===== src/rtl/alu_pkg.sv =====
// Shared opcode encodings, operation width and controller state encoding for alu_mc.
package alu_pkg;
  localparam int OP_W = 4;

  localparam logic [OP_W-1:0] ALU_AND  = 4'b0000;
  localparam logic [OP_W-1:0] ALU_OR   = 4'b0001;
  localparam logic [OP_W-1:0] ALU_ADD  = 4'b0010;
  localparam logic [OP_W-1:0] ALU_XOR  = 4'b0011;
  localparam logic [OP_W-1:0] ALU_NOR  = 4'b0100;
  localparam logic [OP_W-1:0] ALU_SLTU = 4'b0101;
  localparam logic [OP_W-1:0] ALU_SUB  = 4'b0110;
  localparam logic [OP_W-1:0] ALU_SLT  = 4'b0111;
  localparam logic [OP_W-1:0] ALU_SLL  = 4'b1000;
  localparam logic [OP_W-1:0] ALU_SRL  = 4'b1001;
  localparam logic [OP_W-1:0] ALU_SRA  = 4'b1010;
  localparam logic [OP_W-1:0] ALU_MUL  = 4'b1100;

  typedef enum logic [1:0] {
    IDLE = 2'd0,
    MUL  = 2'd1,
    DONE = 2'd2
  } state_e;
endpackage


===== src/rtl/alu_mc_if.sv =====
// Operand-issue / result-return handshake bundle between the CPU pipeline and alu_mc.
interface alu_mc_if #(parameter int DATA_WIDTH = 32);
  logic                      in_valid;
  logic                      in_ready;
  logic [DATA_WIDTH-1:0]     A;
  logic [DATA_WIDTH-1:0]     B;
  logic [alu_pkg::OP_W-1:0]  ALUop;
  logic                      out_valid;
  logic                      out_ready;
  logic [DATA_WIDTH-1:0]     Result;
  logic                      Overflow;
  logic                      CarryOut;
  logic                      Zero;

  modport master (
    output in_valid, A, B, ALUop, out_ready,
    input  in_ready, out_valid, Result, Overflow, CarryOut, Zero
  );

  modport slave (
    input  in_valid, A, B, ALUop, out_ready,
    output in_ready, out_valid, Result, Overflow, CarryOut, Zero
  );
endinterface


===== src/rtl/alu_mul_iter.sv =====
// Iterative unsigned shift-add multiplier, one multiplier bit per clock, low DATA_WIDTH product bits.
module alu_mul_iter #(
  parameter int DATA_WIDTH = 32
) (
  input  logic                  clk,
  input  logic                  rst_n,
  input  logic                  i_start,
  input  logic [DATA_WIDTH-1:0] i_a,
  input  logic [DATA_WIDTH-1:0] i_b,
  output logic                  o_done,
  output logic [DATA_WIDTH-1:0] o_product
);
  localparam int CNT_W = $clog2(DATA_WIDTH);

  logic [DATA_WIDTH-1:0] r_mcand;
  logic [DATA_WIDTH-1:0] r_mplier;
  logic [DATA_WIDTH-1:0] r_acc;
  logic [CNT_W-1:0]      r_cnt;
  logic                  r_busy;
  logic [DATA_WIDTH-1:0] w_acc_nxt;

  assign w_acc_nxt = r_acc + (r_mplier[0] ? r_mcand : '0);
  // o_product is the accumulator after the step being taken this cycle, so it is final when o_done is high
  assign o_done    = r_busy && (r_cnt == CNT_W'(DATA_WIDTH - 1));
  assign o_product = w_acc_nxt;

  always_ff @(posedge clk or negedge rst_n) begin
    if (!rst_n) begin
      r_mcand  <= '0;
      r_mplier <= '0;
      r_acc    <= '0;
      r_cnt    <= '0;
      r_busy   <= 1'b0;
    end else if (i_start) begin
      r_mcand  <= i_a;
      r_mplier <= i_b;
      r_acc    <= '0;
      r_cnt    <= '0;
      r_busy   <= 1'b1;
    end else if (r_busy) begin
      r_acc    <= w_acc_nxt;
      r_mcand  <= r_mcand << 1;
      r_mplier <= r_mplier >> 1;
      r_cnt    <= r_cnt + CNT_W'(1);
      if (o_done) r_busy <= 1'b0;
    end
  end
endmodule


===== src/rtl/alu_mc.sv =====
// Handshaked multi-cycle ALU with registered result; ALU_MUL_EN enables the iterative MUL opcode,
// otherwise MUL is treated as an illegal opcode.
module alu_mc
  import alu_pkg::*;
#(
  parameter int DATA_WIDTH = 32,
  parameter int SHAMT_W    = $clog2(DATA_WIDTH)
) (
  input  logic    clk,
  input  logic    rst_n,
  alu_mc_if.slave bus
);
  localparam int MSB = DATA_WIDTH - 1;

  state_e                r_state, w_state_nxt;
  logic [DATA_WIDTH-1:0] r_result;
  logic                  r_ovf, r_cout;

  logic                  w_accept;
  logic                  w_inv;
  logic [DATA_WIDTH-1:0] w_bx;
  logic [DATA_WIDTH:0]   w_sum_ext;
  logic [DATA_WIDTH-1:0] w_sum;
  logic                  w_sum_c, w_add_ovf;
  logic [SHAMT_W-1:0]    w_shamt;
  logic [DATA_WIDTH-1:0] w_res;
  logic                  w_ovf, w_cout;

  assign w_accept = bus.in_valid && (r_state == IDLE);

  // Shared adder: subtract and both compares add the inverted B plus one
  assign w_inv     = (bus.ALUop == ALU_SUB) || (bus.ALUop == ALU_SLT) || (bus.ALUop == ALU_SLTU);
  assign w_bx      = bus.B ^ {DATA_WIDTH{w_inv}};
  assign w_sum_ext = {1'b0, bus.A} + {1'b0, w_bx} + {{DATA_WIDTH{1'b0}}, w_inv};
  assign w_sum     = w_sum_ext[MSB:0];
  assign w_sum_c   = w_sum_ext[DATA_WIDTH];
  assign w_add_ovf = (bus.A[MSB] == w_bx[MSB]) && (w_sum[MSB] != bus.A[MSB]);
  assign w_shamt   = bus.B[SHAMT_W-1:0];

  always_comb begin
    w_res  = '0;
    w_ovf  = 1'b0;
    w_cout = 1'b0;
    case (bus.ALUop)
      ALU_AND:  w_res = bus.A & bus.B;
      ALU_OR:   w_res = bus.A | bus.B;
      ALU_XOR:  w_res = bus.A ^ bus.B;
      ALU_NOR:  w_res = ~(bus.A | bus.B);
      ALU_ADD: begin
        w_res  = w_sum;
        w_ovf  = w_add_ovf;
        w_cout = w_sum_c;
      end
      ALU_SUB: begin
        w_res  = w_sum;
        w_ovf  = w_add_ovf;
        w_cout = !w_sum_c;
      end
      ALU_SLT: begin
        w_res = {{(DATA_WIDTH-1){1'b0}}, w_sum[MSB] ^ w_add_ovf};
        w_ovf = w_add_ovf;
      end
      ALU_SLTU: w_res = {{(DATA_WIDTH-1){1'b0}}, !w_sum_c};
      ALU_SLL:  w_res = bus.A << w_shamt;
      ALU_SRL:  w_res = bus.A >> w_shamt;
      ALU_SRA:  w_res = $signed(bus.A) >>> w_shamt;
      default:  ;
    endcase
  end

`ifdef ALU_MUL_EN
  logic                  w_is_mul;
  logic                  w_mul_done;
  logic [DATA_WIDTH-1:0] w_mul_prod;

  assign w_is_mul = (bus.ALUop == ALU_MUL);

  alu_mul_iter #(.DATA_WIDTH(DATA_WIDTH)) u_mul (
    .clk       (clk),
    .rst_n     (rst_n),
    .i_start   (w_accept && w_is_mul),
    .i_a       (bus.A),
    .i_b       (bus.B),
    .o_done    (w_mul_done),
    .o_product (w_mul_prod)
  );
`endif

  always_comb begin
    w_state_nxt = r_state;
    case (r_state)
`ifdef ALU_MUL_EN
      IDLE: if (w_accept) w_state_nxt = w_is_mul ? MUL : DONE;
      MUL:  if (w_mul_done) w_state_nxt = DONE;
`else
      IDLE: if (w_accept) w_state_nxt = DONE;
`endif
      DONE: if (bus.out_ready) w_state_nxt = IDLE;
      default: w_state_nxt = IDLE;
    endcase
  end

  always_ff @(posedge clk or negedge rst_n) begin
    if (!rst_n) begin
      r_state  <= IDLE;
      r_result <= '0;
      r_ovf    <= 1'b0;
      r_cout   <= 1'b0;
    end else begin
      r_state <= w_state_nxt;
      if (w_accept) begin
        r_result <= w_res;
        r_ovf    <= w_ovf;
        r_cout   <= w_cout;
      end
`ifdef ALU_MUL_EN
      if ((r_state == MUL) && w_mul_done) begin
        r_result <= w_mul_prod;
        r_ovf    <= 1'b0;
        r_cout   <= 1'b0;
      end
`endif
    end
  end

  assign bus.in_ready  = (r_state == IDLE);
  assign bus.out_valid = (r_state == DONE);
  assign bus.Result    = r_result;
  assign bus.Overflow  = r_ovf;
  assign bus.CarryOut  = r_cout;
  assign bus.Zero      = (r_state == DONE) && (r_result == '0);
endmodule


===== src/flat_wrapper.sv =====
// flat-port wrapper written by rule: the top's interface ports become plain ports
module alu_mc_flat import alu_pkg::*;
#(
  parameter int DATA_WIDTH = 32,
  parameter int SHAMT_W    = $clog2(DATA_WIDTH)
)
  (clk, rst_n, bus_in_valid, bus_A, bus_B, bus_ALUop, bus_out_ready, bus_in_ready, bus_out_valid, bus_Result, bus_Overflow, bus_CarryOut, bus_Zero);
  alu_mc_if #(.DATA_WIDTH(DATA_WIDTH)) bus_i ();
  input  logic clk;
  input  logic rst_n;
  input wire logic [$bits(bus_i.in_valid)-1:0] bus_in_valid;
  input wire logic [$bits(bus_i.A)-1:0] bus_A;
  input wire logic [$bits(bus_i.B)-1:0] bus_B;
  input wire logic [$bits(bus_i.ALUop)-1:0] bus_ALUop;
  input wire logic [$bits(bus_i.out_ready)-1:0] bus_out_ready;
  output wire logic [$bits(bus_i.in_ready)-1:0] bus_in_ready;
  output wire logic [$bits(bus_i.out_valid)-1:0] bus_out_valid;
  output wire logic [$bits(bus_i.Result)-1:0] bus_Result;
  output wire logic [$bits(bus_i.Overflow)-1:0] bus_Overflow;
  output wire logic [$bits(bus_i.CarryOut)-1:0] bus_CarryOut;
  output wire logic [$bits(bus_i.Zero)-1:0] bus_Zero;
  assign bus_i.in_valid = bus_in_valid;
  assign bus_i.A = bus_A;
  assign bus_i.B = bus_B;
  assign bus_i.ALUop = bus_ALUop;
  assign bus_i.out_ready = bus_out_ready;
  assign bus_in_ready = bus_i.in_ready;
  assign bus_out_valid = bus_i.out_valid;
  assign bus_Result = bus_i.Result;
  assign bus_Overflow = bus_i.Overflow;
  assign bus_CarryOut = bus_i.CarryOut;
  assign bus_Zero = bus_i.Zero;
  alu_mc #(.DATA_WIDTH(DATA_WIDTH), .SHAMT_W(SHAMT_W)) u_core (.clk(clk), .rst_n(rst_n), .bus(bus_i));
endmodule

===== config.mk =====
export PLATFORM = sky130hd
export DESIGN_NAME = alu_mc_flat
export DESIGN_NICKNAME = d
export VERILOG_FILES = /design/src/rtl/alu_pkg.sv /design/src/rtl/alu_mc_if.sv /design/src/rtl/alu_mul_iter.sv /design/src/rtl/alu_mc.sv /design/src/flat_wrapper.sv
export SDC_FILE = /design/constraint.sdc
export NUM_CORES = 1
export LEC_CHECK = 0
export ABC_CLOCK_PERIOD_IN_PS = 1600
export BUFFER_PORTS_ARGS = -buffer_cell sky130_fd_sc_hd__buf_2
export CORE_ASPECT_RATIO = 0.8
export CORE_MARGIN = 2
export CORE_UTILIZATION = 40
export DETAILED_ROUTE_END_ITERATION = 10
export PLACE_DENSITY_LB_ADDON = 0.12
export SLEW_MARGIN = 10
export SYNTH_ARGS = -nofsm -noshare
export SYNTH_HDL_FRONTEND = slang
export SYNTH_HIERARCHICAL = 1
export SYNTH_SLANG_ARGS = --single-unit

===== constraint.sdc =====
create_clock -name clk -period 1.6 [get_ports clk]
set_input_delay 0.08 -clock clk [delete_from_list [all_inputs] [get_ports clk]]
set_output_delay 0.08 -clock clk [all_outputs]
set_load 0.02 [all_outputs]

== Yosys cells after proc, flatten, opt, wreduce, memory -nomap -nowiden ==
Cells that the tools add are included.

* Memories kept: 0
* Word-level logic and storage cells: 48
* Bits in latches: 0
* Bits of input ports: 72
* Bits in registers: 36
* Output and inout bits: 37
* ROM bits: 0
* Bits in writable memories: 0

* Order comparisons: 0
* Multiplexer cells: 6
* Shift-type cells: 3
* Equality and inequality tests: 15
* Div/mod/pow operators: 0
* $mul: 0
* Reduce and logical (&&, ||, !) cells: 12
* Bitwise gates (word level): 6
* $add $sub $neg: 2

{| class="wikitable"
|+ Operators with widths
! kind !! number
|-
| one-hot mux 32 bit (10 select lines) || 1
|-
| XOR 32 bit || 2
|-
| adder 32 x 32 -> 33 bit || 1
|-
| adder 33 x 1 -> 33 bit || 1
|-
| AND 32 bit || 1
|-
| logical NOT 32 bit || 1
|-
| inverter 32 bit || 1
|-
| bitwise OR 32 bit || 1
|-
| left shift 32 x 5 -> 32 bit || 1
|-
| >> shifter 32 x 5 -> 32 bit || 1
|-
| >>> shifter 32 x 5 -> 32 bit || 1
|-
| == test 4 x 3 -> 1 bit, second input constant || 4
|-
| == test 4 bit, second input constant || 3
|-
| == test 4 x 2 -> 1 bit, second input constant || 2
|-
| == test 4 x 1 -> 1 bit, second input constant || 1
|-
| logical NOT 4 bit || 1
|-
| two-way mux 2 bit || 2
|-
| one-hot mux 2 bit (2 select lines) || 1
|-
| logical AND 1 bit || 3
|-
| OR reduction 3 bit || 1
|-
| == test 2 bit, second input constant || 1
|-
| logical NOT 2 bit || 1
|-
| logical OR 1 bit || 2
|-
| != test 2 x 1 -> 1 bit, second input constant || 1
|-
| 9 further kinds || 9
|}

== Longest topological paths before layout ==
Gate-level depths: netlist of the first run.

* Depth after elaboration: 10
* Depth in mapped cells: 14
* Gate-level depth less buffers: 12

== Worst setup path after synthesis of the first run ==
OpenSTA, ideal clock, no wires.

* Path kind: input to register
* Start: in bus_ALUop[0]
* End: reg u_core.r_result[30] (netlist: u_core/bus.Result[30])
* Required time: 1.465 ns
* Stages on the path: 14
* Arrival time: 3.072 ns
* Setup slack: -1.606 ns
* Path buffers: 3
* Setup time: 0.135 ns
* Cell sequence: clkbuf_1 -> nor2_1 -> nor2_1 -> buf_1 -> xnor2_1 -> ha_1 -> clkbuf_1 -> a21oi_1 -> o21ai_0 -> or3_1 -> o2111a_1 -> o311ai_0 -> and3_1 -> o31ai_1

* Cells in the longest elaborated chain, start to end: 7
* Elaborated cells on any way between the ends: 18
* Those cells by class: 2 x add/sub; 10 x eq/ne; 1 x mux; 1 x bitwise; 4 x reduce/logical

{| class="wikitable"
|+ Ends and longest elaborated chain
! item !! RTL line !! source
|-
| start: declaration || flat_wrapper.sv:14 || <nowiki>input wire logic [$bits(bus_i.ALUop)-1:0] bus_ALUop;</nowiki>
|-
| == test 4 x 3 -> 1 bit || alu_mc.sv:32, alu_mc.sv:44 ||
|-
| logical OR 1 bit (2 in a row) || alu_mc.sv:32 || <nowiki>assign w_inv = (bus.ALUop == ALU_SUB) || (bus.ALUop == ALU_SLT) || (bus.ALUop == ALU_SLTU);</nowiki>
|-
| XOR 32 bit || alu_mc.sv:33 || <nowiki>assign w_bx = bus.B ^ {DATA_WIDTH{w_inv}};</nowiki>
|-
| adder 32 x 32 -> 33 bit || alu_mc.sv:34 || <nowiki>assign w_sum_ext = {1'b0, bus.A} + {1'b0, w_bx} + {{DATA_WIDTH{1'b0}}, w_inv};</nowiki>
|-
| adder 33 x 1 -> 33 bit || alu_mc.sv:34 ||
|-
| one-hot mux 32 bit (10 select lines) * || alu_mc.sv:44 || <nowiki>case (bus.ALUop)</nowiki>
|-
| end signal: assignment || alu_mc.sv:112 || <nowiki>r_result <= w_res;</nowiki>
|-
| end: declaration || alu_mc.sv:16 || <nowiki>logic [DATA_WIDTH-1:0] r_result;</nowiki>
|}

Every way passes the cells marked *; elsewhere a longest branch is shown, timed or not.
A chain may end at the register's enable or synchronous reset.

== Worst setup path after layout of the first run ==
* Start: in bus_ALUop[3]
* End: reg u_core.r_ovf (netlist: u_core/bus.Overflow)

* Cells in the longest elaborated chain, start to end: 9
* Elaborated cells on any way between the ends: 14
* Those cells by class: 2 x add/sub; 6 x eq/ne; 1 x mux; 1 x bitwise; 4 x reduce/logical

{| class="wikitable"
|+ Ends and longest elaborated chain
! item !! RTL line !! source
|-
| == test 4 x 3 -> 1 bit || alu_mc.sv:32, alu_mc.sv:44 ||
|-
| logical OR 1 bit (2 in a row) || alu_mc.sv:32 ||
|-
| XOR 32 bit || alu_mc.sv:33 ||
|-
| adder 32 x 32 -> 33 bit || alu_mc.sv:34 ||
|-
| adder 33 x 1 -> 33 bit || alu_mc.sv:34 ||
|-
| != test 1 bit || alu_mc.sv:37 || <nowiki>assign w_add_ovf = (bus.A[MSB] == w_bx[MSB]) && (w_sum[MSB] != bus.A[MSB]);</nowiki>
|-
| logical AND 1 bit || alu_mc.sv:37 ||
|-
| two-way mux 1 bit * || alu_mc.sv:44 ||
|-
| end signal: assignment || alu_mc.sv:113 || <nowiki>r_ovf <= w_ovf;</nowiki>
|-
| end: declaration || alu_mc.sv:17 || <nowiki>logic r_ovf, r_cout;</nowiki>
|}

Marked as above.

==> flow_summary.toml, run 1 <==
[run_status]
outcome = "complete, but fails checks"
violations = "setup timing"

[finish]
fillCellCount = 2050
area_growth_pct = 61.2
nets = 1920
drive_above_1_share_pct = 47.9
diodes = 0
post-route-util_pct = 65.4

[cts]
root_buffer = "clkbuf_16"
cts_tree = "yes"
insertion_delay_ns = 0.30
clockBufferDepth = 2
clock-sinks = 35
numCtsBuffers = 5
cts_max_level = 2
clkSlewWorstSetupHoldPaths_ns = 0.07

[worst_setup_path]
worstPathArrival_ns = 2.86
crit_type = "in -> reg"
end_kind = "register"
path_cells = "buf_6 -> nand2b_4 -> nor2_4 -> buf_12 -> buf_6 -> xnor2_2 -> ha_1 -> a21o_1 -> a211oi_2 -> nor2_2 -> o211a_4 -> o21a_4 -> or4_1 -> o211ai_1"
start_kind = "input port"
worstPathMaxFanout = 6
crit_required_ns = 1.81
cp_slowest_stage_delay_ns = 0.50
cp_common_cell = "buf_6"
slowest_stage = "or4_1"

[timing]
whs_ns = 0.280
min_period_ns = 2.65
max_freq_mhz = 377
finalClockSkew_ns = 0.00734
finalCritPeriodShare_pct = 166
drv_slew = 0
maxSlewHeadroom_pct = 60.9
worst_pin_slew_ns = 0.583
finalHoldViolCount = 0
rsz0062_at_grt = "true"
finalSetupViolCount = 35
fin_ws_ns = -1.05

[power]
power_density_nw_per_um2 = 576
leakagePower_nw = 7.16
peakVddDrop_mv = 0.532
fin_total_pwr_mw = 8.79

[synth]
synth_edf_count = 0
synthSimpleGateAreaFrac_pct = 17.5
syn_area_um2 = 9470
synth_top_family_by_area = "compound AO/OA/AOI/OAI gates"
yosysWarnings = 6
async_reset_ff_share_pct = 100
synth_top_cell_by_area = "ha_1"
synth_top_area_share_pct = 12.7
synth_fa_ha_area_share_pct = 12.9
synth_compound_area_share_pct = 29.2
synthMuxAreaShare_pct = 19.1
yosysUniqueCellTypes = 79
synth_xor_area_share_pct = 4.25
synth_top_cells_by_area = "ha_1 13%, mux4_2 12%, dfrtp_1 9.2%"
synth-main-ff-cell = "dfrtp_1"
syn-mean-instance-area_um2 = 7.82
ys_seq_elements = 35
syn_nets = 1380
ys_seq_area_share_pct = 9.25
syn_inst = 1211

[die]
fp.dieW_um = 176
start_util_pct = 40.6
core_area_um2 = 23300
die_area_um2 = 24900
io_pins = 109
die_y_um = 142
rows = 50

[drt]
wl_per_cell_um = 24.5
vias_per_cell = 6.10
routed_wirelength_mm = 50.5
drc_errors = 0
via_count = 12582
first_iter_violations = 1302
first_pass_iters = 6
ant_nets = 0

[placed_design]
place_congestion = 0.974
io_buffers = 108
dp_hpwl_mm = 40.8
dp_slack_ns = -1.60

[grt]
grt_max_degree = 41
track_usage_pct = 39.6
grt_pass1_wl_mm = 74.3
overflow = 0
antenna_found_initial = 1
grt_pass1_vias = 11972

[min_path]
hp-class = "in -> async"

[run]
drv_cap = 0
[cell families (layout without fill, tap and decap cells)]
| family | Yosys count | after routing |
|---|---|---|
| AOI/OAI and AO/OA | 404 | 404 |
| xor gates and xnor gates | 46 | 46 |
| adders and majority gates | 97 | 97 |
| buffers and inverters | 168 | 709 |
| DFF | 35 | 35 |
| muxes | 111 | 111 |
| and+or+nand+nor | 350 | 350 |
[where the power goes]
| part | switching, mW | total (mW) | internal (mW) | leakage, nW |
|---|---|---|---|---|
| combinational | 3.37 | 6.45 | 3.08 | 6.62 |
| sequential | 0.186 | 1.23 | 1.05 | 0.459 |
| clock | 0.441 | 1.11 | 0.666 | 0.0772 |
[cell usage in the layout (no fill, tap or decap), types with 6 or more instances in the layout]
master	instances
mux2i_1	37
ha_1	90
a22o_1	8
o2111ai_1	10
o211ai_1	32
o21ai_0	51
nand2_1	130
a21o_1	11
mux2_2	16
a21oi_1	77
a222oi_1	9
nor2b_1	7
a21oi_2	17
a31oi_1	16
a211oi_1	13
or3_1	8
mux4_2	51
buf_2	103
a221o_1	9
buf_12	18
inv_1	75
buf_6	26
a21oi_4	6
nor3_1	6
o21ai_2	6
o31ai_1	6
nand3_1	22
dfrtp_1	34
buf_4	471
a221oi_1	10
xnor2_2	10
xnor2_1	28
o21a_1	7
o22ai_1	12
nor2_1	82
o21ai_1	11
a22oi_1	15
nand4_1	11
[worst paths after layout]
kind | start | to | slack (ns) | cells past startpoint
min | rst_n | u_core/bus.Result[19] | 0.28 | 2
max | bus_ALUop[3] | u_core/bus.Overflow | -1.05 | 14
max reg2reg | u_core/r_state[1] | u_core/bus.Result[0] | -0.43 | 8
max in group asynchronous | rst_n | u_core/bus.Result[7] | 0.83 | 3
min in group clk | bus_B[10] | u_core/bus.Result[10] | 0.33 | 5
min reg2reg | u_core/bus.CarryOut | u_core/bus.CarryOut | 0.52 | 2
[Yosys cell counts, types with 32 or more instances]
library cell,instances
nor2_1,87
clkbuf_1,42
xnor2_1,41
nand2_1,135
inv_1,76
a21oi_1,100
ha_1,96
o211ai_1,32
dfrtp_1,35
o21ai_0,68
mux4_2,51
mux2i_1,40
[sequential cells by signal, summed over array words and instances (netlist names)]
signal / flops
u_core/bus.Result: 32
u_core/r_state: 1
u_core/bus.CarryOut: 1
u_core/bus.Overflow: 1
[worst max-delay path: cells and delay by family]
kind                     cells  cell delay [ns]
AO/OA/AOI/OAI                5             1.06
XOR/XNOR                     1             0.10
adder cells (fa/ha/maj)      1             0.28
buffers and inverters        3             0.39
AND/OR/NAND/NOR              4             0.92
[metal layers]
| layer | vias to the layer above | track usage, % | share of wire, % |
|---|---|---|---|
| li1 | 5712 | - | - |
| met1 | 6076 | 56.1 | 43 |
| met2 | 683 | 60.8 | 43 |
| met3 | 109 | 7.66 | 9.8 |
| met4 | 2 | 12.4 | 3.7 |
| met5 | - | 0 | 0.028 |
[area by class of cell]
cell class / instances / area, µm² / share of cell area, %
sequential: 35 / 877 / 5.75
multi-input combinational: 1008 / 8770 / 57.5
timing repair buffer: 621 / 4750 / 31.1
clock buffer: 8 / 156 / 1.02
tap: 312 / 390 / 2.56
inverter: 80 / 318 / 2.08
[metrics by stage]
step / cell area, µm² / setup TNS (ns) / cells
2_1_floorplan: 9750 / -25.63 / 1211
3_3_place_gp: 14000 / -39.13 / 2019
3_5_place_dp: 14000 / -40.36 / 2019
4_1_cts: 14800 / -25.96 / 2049
5_1_grt: 15300 / -31.90 / 2064
6_report: 15300 / -28.74 / 2064
[what timing repair did]
| action | in CTS | in global routing |
|---|---|---|
| gates cloned | 1 | 0 |
| setup buffers | 19 | 17 |
| hold endpoints to repair | 16 | 0 |
| gates resized for setup | 95 | 65 |
| hold buffers | 2 | 0 |
| pin swaps | 73 | 63 |
| setup endpoints to repair | 35 | 35 |
(Power assumes the default switching activity.)
==> run 2: changes to the inputs <==
--- a/config.mk
+++ b/config.mk
@@ -9,9 +9,10 @@
 export BUFFER_PORTS_ARGS = -buffer_cell sky130_fd_sc_hd__buf_2
 export CORE_ASPECT_RATIO = 0.8
 export CORE_MARGIN = 2
-export CORE_UTILIZATION = 40
+export CORE_UTILIZATION = 45
 export DETAILED_ROUTE_END_ITERATION = 10
 export PLACE_DENSITY_LB_ADDON = 0.12
+export REMOVE_ABC_BUFFERS = 1
 export SLEW_MARGIN = 10
 export SYNTH_ARGS = -nofsm -noshare
 export SYNTH_HDL_FRONTEND = slang
==> flow_summary.toml, run 2 (synthesis results as in run 1) <==
[run_status]
outcome = "complete, but fails checks"
violations = "setup timing"

[worst_setup_path]
slowest_stage = "or4_4"
cp_common_cell = "buf_12"
crit_family = "simple AND/OR/NAND/NOR gates"
end_kind = "register"
path_cells = "buf_6 -> nand2b_4 -> nor2_4 -> buf_12 -> buf_12 -> xnor2_2 -> ha_1 -> a21o_1 -> or2_4 -> o211a_4 -> o21a_4 -> or4_4 -> o211ai_1"
worstPathMaxFanout = 6
crit_type = "in -> reg"
crit_required_ns = 1.81
worstPathArrival_ns = 2.80
cp_num_buf_inv = 3
cp_slowest_stage_delay_ns = 0.47
start_kind = "input port"

[drt]
routed_wirelength_mm = 49.6
first_pass_iters = 7
wl_per_cell_um = 24.9
via_count = 12691
ant_nets = 0
vias_per_cell = 6.38
drc_errors = 0
first_iter_violations = 1579

[power]
p_clk_share_pct = 11.3
switching_share_pct = 46.0
power_density_nw_per_um2 = 577
leakagePower_nw = 7.04
p_switching_mw = 4.01
comb_power_share_pct = 74.4
p_seq_share_pct = 14.3
peakVddDrop_mv = 0.533
fin_total_pwr_mw = 8.72
cell_internal_pwr_mw = 4.71

[cts]
cts_tree = "yes"
clockBufferDepth = 2
clkSlewWorstSetupHoldPaths_ns = 0.06
numCtsBuffers = 5
insertion_delay_ns = 0.29
root_buffer = "clkbuf_16"
clock-sinks = 35
cts_max_level = 2

[die]
io_pins = 109
rows = 47
start_util_pct = 45.9
core_area_um2 = 20600
die_area_um2 = 22200
fp.dieW_um = 166
die_y_um = 134

[finish]
area_growth_pct = 59.5
drive_above_1_share_pct = 48.5
final_common_cell = "buf_4"
diodes = 0
mostFrequentLayoutCells = "442 x buf_4, 126 x nand2_1, 104 x buf_2"
nets = 1889
largest_reg_flops = 32
post-route-util_pct = 73.2

[timing]
max_freq_mhz = 385
maxSlewHeadroom_pct = 37.0
finalSetupViolCount = 35
fin_ws_ns = -0.994
finalClockSkew_ns = 0.00555
whs_ns = 0.313
min_period_ns = 2.59
worst_pin_slew_ns = 0.939
rsz0062_at_grt = "true"
drv_slew = 0
finalHoldViolCount = 0
finalCritPeriodShare_pct = 162

[run]
drv_cap = 0

[grt]
grt_max_degree = 41
grt_pass1_wl_mm = 72.3
grt_pass1_vias = 12002
track_usage_pct = 42.7
overflow = 0
antenna_found_initial = 2

[placed_design]
io_buffers = 108
dp_hpwl_mm = 38.7
place_congestion = 1.00

[min_path]
hp-class = "in -> async"
## run 2: cell count changes in the layout (fill, tap and decap cells not counted), sizes merged
cell,before,now
clkinv,4,5
buf,619,587
## run 2: final timing paths
kind | start | endpoint | slack, ns | depth (start not counted)
worst min register to register | u_core/bus.CarryOut | u_core/bus.CarryOut | 0.50 | 2
worst max register to register | u_core/r_state[1] | u_core/bus.Result[11] | -0.51 | 5
max in group asynchronous | rst_n | u_core/bus.Result[5] | 0.77 | 3
worst max-delay path | bus_ALUop[3] | u_core/bus.Overflow | -0.99 | 13
worst min-delay path | rst_n | u_core/bus.Result[26] | 0.31 | 2
min in group clk | bus_B[7] | u_core/bus.Result[7] | 0.42 | 6
## run 2: layout make-up
| cell class | instances | area, µm² |
|---|---|---|
| clock buffer | 7 | 133 |
| sequential | 35 | 878 |
| multi-input combinational | 1008 | 8960 |
| inverter | 80 | 300 |
| clock inverter | 1 | 5.00 |
| tap | 269 | 337 |
| timing repair buffer | 590 | 4500 |
| fill | 1638 | 5530 |
## run 2: through the flow
stage	cells	TNS, ns	setup WS, ns	cell area (µm²)
4_1_cts	1969	-25.65	-0.901	14400
3_5_place_dp	1943	-45.06	-1.58	13400
6_report	1990	-28.17	-0.994	15100
5_1_grt	1990	-30.07	-1.05	15100
2_1_floorplan	1123	-82.09	-2.84	9040
3_3_place_gp	1943	-43.61	-1.50	13400
## run 2: per-layer routing
metal  part of all wire [%]  up-vias  GRT usage [%]  routed length (µm)
li1                       -     5662              -                   -
met1                     40     6057           59.7               20000
met2                     43      829           64.8               21400
met3                     12      141           9.00                5860
met4                    4.6        2           16.2                2290
met5                  0.034        -              0                  17
## run 2: what timing repair did
action                                 4_1_cts  5_1_grt
pin swaps                                   76       81
gates cloned                                 1        1
setup endpoints to repair                   35       35
hold buffers                                 2        0
endpoints found under the hold margin       21        0
buffers inserted                            19       21
gates resized for setup                    147       94
## run 2: worst register-to-register path, cell delays in order, from the launching register on
cell,delay (ns)
dfrtp_1,0.37
nand2b_2,0.23
buf_4,0.19
a21o_1,0.26
a311oi_1,0.76
a221o_1,0.23
## run 2: power groups by stage
stage / clock [mW] / sequential (mW) / combinational [mW]
final: 0.984 / 1.25 / 6.49
after global routing: 1.03 / 1.26 / 6.82
after CTS: 0.991 / 1.23 / 5.85
after detailed placement: 0 / 1.23 / 5.32
after global placement: 0 / 1.23 / 5.26
after floorplan: 0 / 1.38 / 2.35
==> run 3: changes to the inputs <==
--- a/config.mk
+++ b/config.mk
@@ -7,6 +7,7 @@
 export LEC_CHECK = 0
 export ABC_CLOCK_PERIOD_IN_PS = 1600
 export BUFFER_PORTS_ARGS = -buffer_cell sky130_fd_sc_hd__buf_2
+export CAP_MARGIN = 30
 export CORE_ASPECT_RATIO = 0.8
 export CORE_MARGIN = 2
 export CORE_UTILIZATION = 45
@@ -16,5 +17,5 @@
 export SLEW_MARGIN = 10
 export SYNTH_ARGS = -nofsm -noshare
 export SYNTH_HDL_FRONTEND = slang
-export SYNTH_HIERARCHICAL = 1
 export SYNTH_SLANG_ARGS = --single-unit
+export TNS_END_PERCENT = 1
==> flow_summary.toml, run 3 <==
[cts]
cts_max_level = 2
root_buffer = "clkbuf_16"
numCtsBuffers = 5
cts_tree = "yes"
insertion_delay_ns = 0.30
clkSlewWorstSetupHoldPaths_ns = 0.06
clock-sinks = 35
clockBufferDepth = 2

[synth]
synth_edf_count = 0
synth_top_area_share_pct = 14.6
synth_top_cells_by_area = "mux4_2 15%, ha_1 14%, dfrtp_1 9.8%"
async_reset_ff_share_pct = 100
syn-mean-instance-area_um2 = 7.92
ys_seq_elements = 35
synth-main-ff-cell = "dfrtp_1"
yosysUniqueCellTypes = 73
synth_most_common_cell = "nor2_1"
synth_top_cell_by_area = "mux4_2"
ys_seq_area_share_pct = 9.76
synthTopCellsByCount = "121 x nor2_1, 99 x ha_1, 92 x nand2_1, 86 x a21oi_1"
syn_inst = 1133
yosysWarnings = 0
syn_area_um2 = 8980

[placed_design]
dpl.cell_count = 1817
place_congestion = 0.998
dp_hpwl_mm = 32.9
dp_slack_ns = -1.97
io_buffers = 108

[die]
die_y_um = 130
fp.dieW_um = 162
core_area_um2 = 19700
start_util_pct = 45.6
io_pins = 109
die_area_um2 = 21100
rows = 46

[drt]
via_count = 11370
vias_per_cell = 6.16
drc_errors = 0
wl_per_cell_um = 22.8
ant_nets = 0
routed_wirelength_mm = 42.1
first_iter_violations = 1543
first_pass_iters = 6

[worst_setup_path]
worstPathArrival_ns = 2.99
worstPathMaxFanout = 7
crit_type = "in -> reg"
crit_required_ns = 1.78
worstRegToRegCells = 8
end_kind = "register"
r2r_slack_ns = -0.32
reg2reg_from = "u_core.r_state[1]"
start_kind = "input port"
rr_endpoint = "u_core.bus.Result[30]"

[finish]
register_area_um2 = 876
multi_input_area_um2 = 8050
diodes = 0
final_common_cell = "buf_4"
drive_above_1_share_pct = 43.7
fillCellCount = 1650
mostFrequentLayoutCells = "390 x buf_4, 116 x nor2_1, 104 x buf_2"
nets = 1754
layoutNonFillerInstCount = 1846
area_growth_pct = 51.5
largest_reg_flops = 32

[grt]
grt_pass1_wl_mm = 62.5
antenna_found_initial = 1
grt_pass1_vias = 10472
grt_max_degree = 70
overflow = 0
track_usage_pct = 39.2

[timing]
whs_ns = 0.289
rsz0062_at_grt = "true"
max_freq_mhz = 355
fin_ws_ns = -1.22
finalHoldViolCount = 0
maxSlewHeadroom_pct = 47.2
drv_slew = 0
finalSetupViolCount = 35
finalCritPeriodShare_pct = 176
worst_pin_slew_ns = 0.792
finalClockSkew_ns = 0.00473
min_period_ns = 2.82

[power]
power_density_nw_per_um2 = 595
leakagePower_nw = 6.47
peakVddDrop_mv = 0.502
fin_total_pwr_mw = 8.09

[min_path]
hp-class = "in -> async"

[run]
drv_cap = 0

[run_status]
violations = "setup timing"
outcome = "complete, but fails checks"
run 3: routing by layer:
metal  GRT usage (%)  part of all wire [%]  up-vias
li1                -                     -     5174
met1            56.6                    43     5417
met2            59.1                    43      708
met3            9.76                    13       69
met4            9.11                   2.1        2
met5               0                 0.031        -
run 3: how the worst max path moves through the flow:
stage	startpoint	to	depth (start not counted)	slack [ns]
detailed placement	bus_ALUop[1]	u_core.bus.Result[0]	16	-1.97
CTS	bus_ALUop[3]	u_core.bus.Result[28]	16	-1.15
finish	bus_ALUop[3]	u_core.bus.Overflow	17	-1.22
floorplan	bus_ALUop[3]	u_core.bus.Overflow	12	-2.83
global route	bus_ALUop[3]	u_core.bus.Overflow	16	-1.31
global placement	bus_ALUop[1]	u_core.bus.Result[0]	16	-1.85
run 3: final cells by class:
class | count | share of cell area, %
inverters | 76 | 2.10
well taps | 264 | 2.43
flip-flops and latches | 35 | 6.44
clock buffers | 6 | 1.02
clock inverters | 1 | 0.0368
multi-input cells | 940 | 59.2
repair buffers | 524 | 28.8
run 3: repair_timing:
| item | in CTS | in global routing |
|---|---|---|
| pin swaps | 32 | 39 |
| buffers inserted | 14 | 8 |
| cloned | 1 | 0 |
| hold endpoints to repair | 36 | 0 |
| gates resized for setup | 72 | 66 |
| setup endpoints to repair | 35 | 35 |
| hold buffers | 2 | 0 |
run 3: report_power, final:
group          internal, mW  switching [mW]  total, mW
clock                 0.610           0.449       1.06
combinational          2.75            3.04       5.79
sequential             1.07           0.172       1.24
run 3: logic make-up (layout without fill, tap and decap cells):
kind of cell,Yosys count,in the layout,synth area share (%)
mux,97,97,19.6
flops,35,35,9.76
simple gates,325,325,16.5
xor+xnor,54,54,5.27
compound gates,364,364,27.3
buf+inv,158,607,7.60
fa+ha+maj,100,100,14.0
run 3: stage by stage:
stage                     util [%]  instance area, µm²  TNS [ns]
after floorplan                  -                8580    -85.85
after global placement        64.0               12600    -48.25
after detailed placement      64.0               12600    -50.27
after CTS                     67.1               13200    -32.33
after global routing          69.1               13600    -36.08
final                         69.1               13600    -32.47
run 3: worst max-delay path, cell delays in order:
cell and delay (ns):
buf_6 0.09, nand2b_4 0.14, nor2_4 0.14, buf_12 0.19, xnor2_4 0.10, ha_4 0.27
buf_4 0.09, buf_4 0.13, nand2_2 0.07, a21oi_4 0.23, nand4_1 0.15, buf_6 0.16
a2111oi_4 0.36, o21bai_1 0.12, buf_4 0.17, and2_4 0.16, a221o_1 0.32
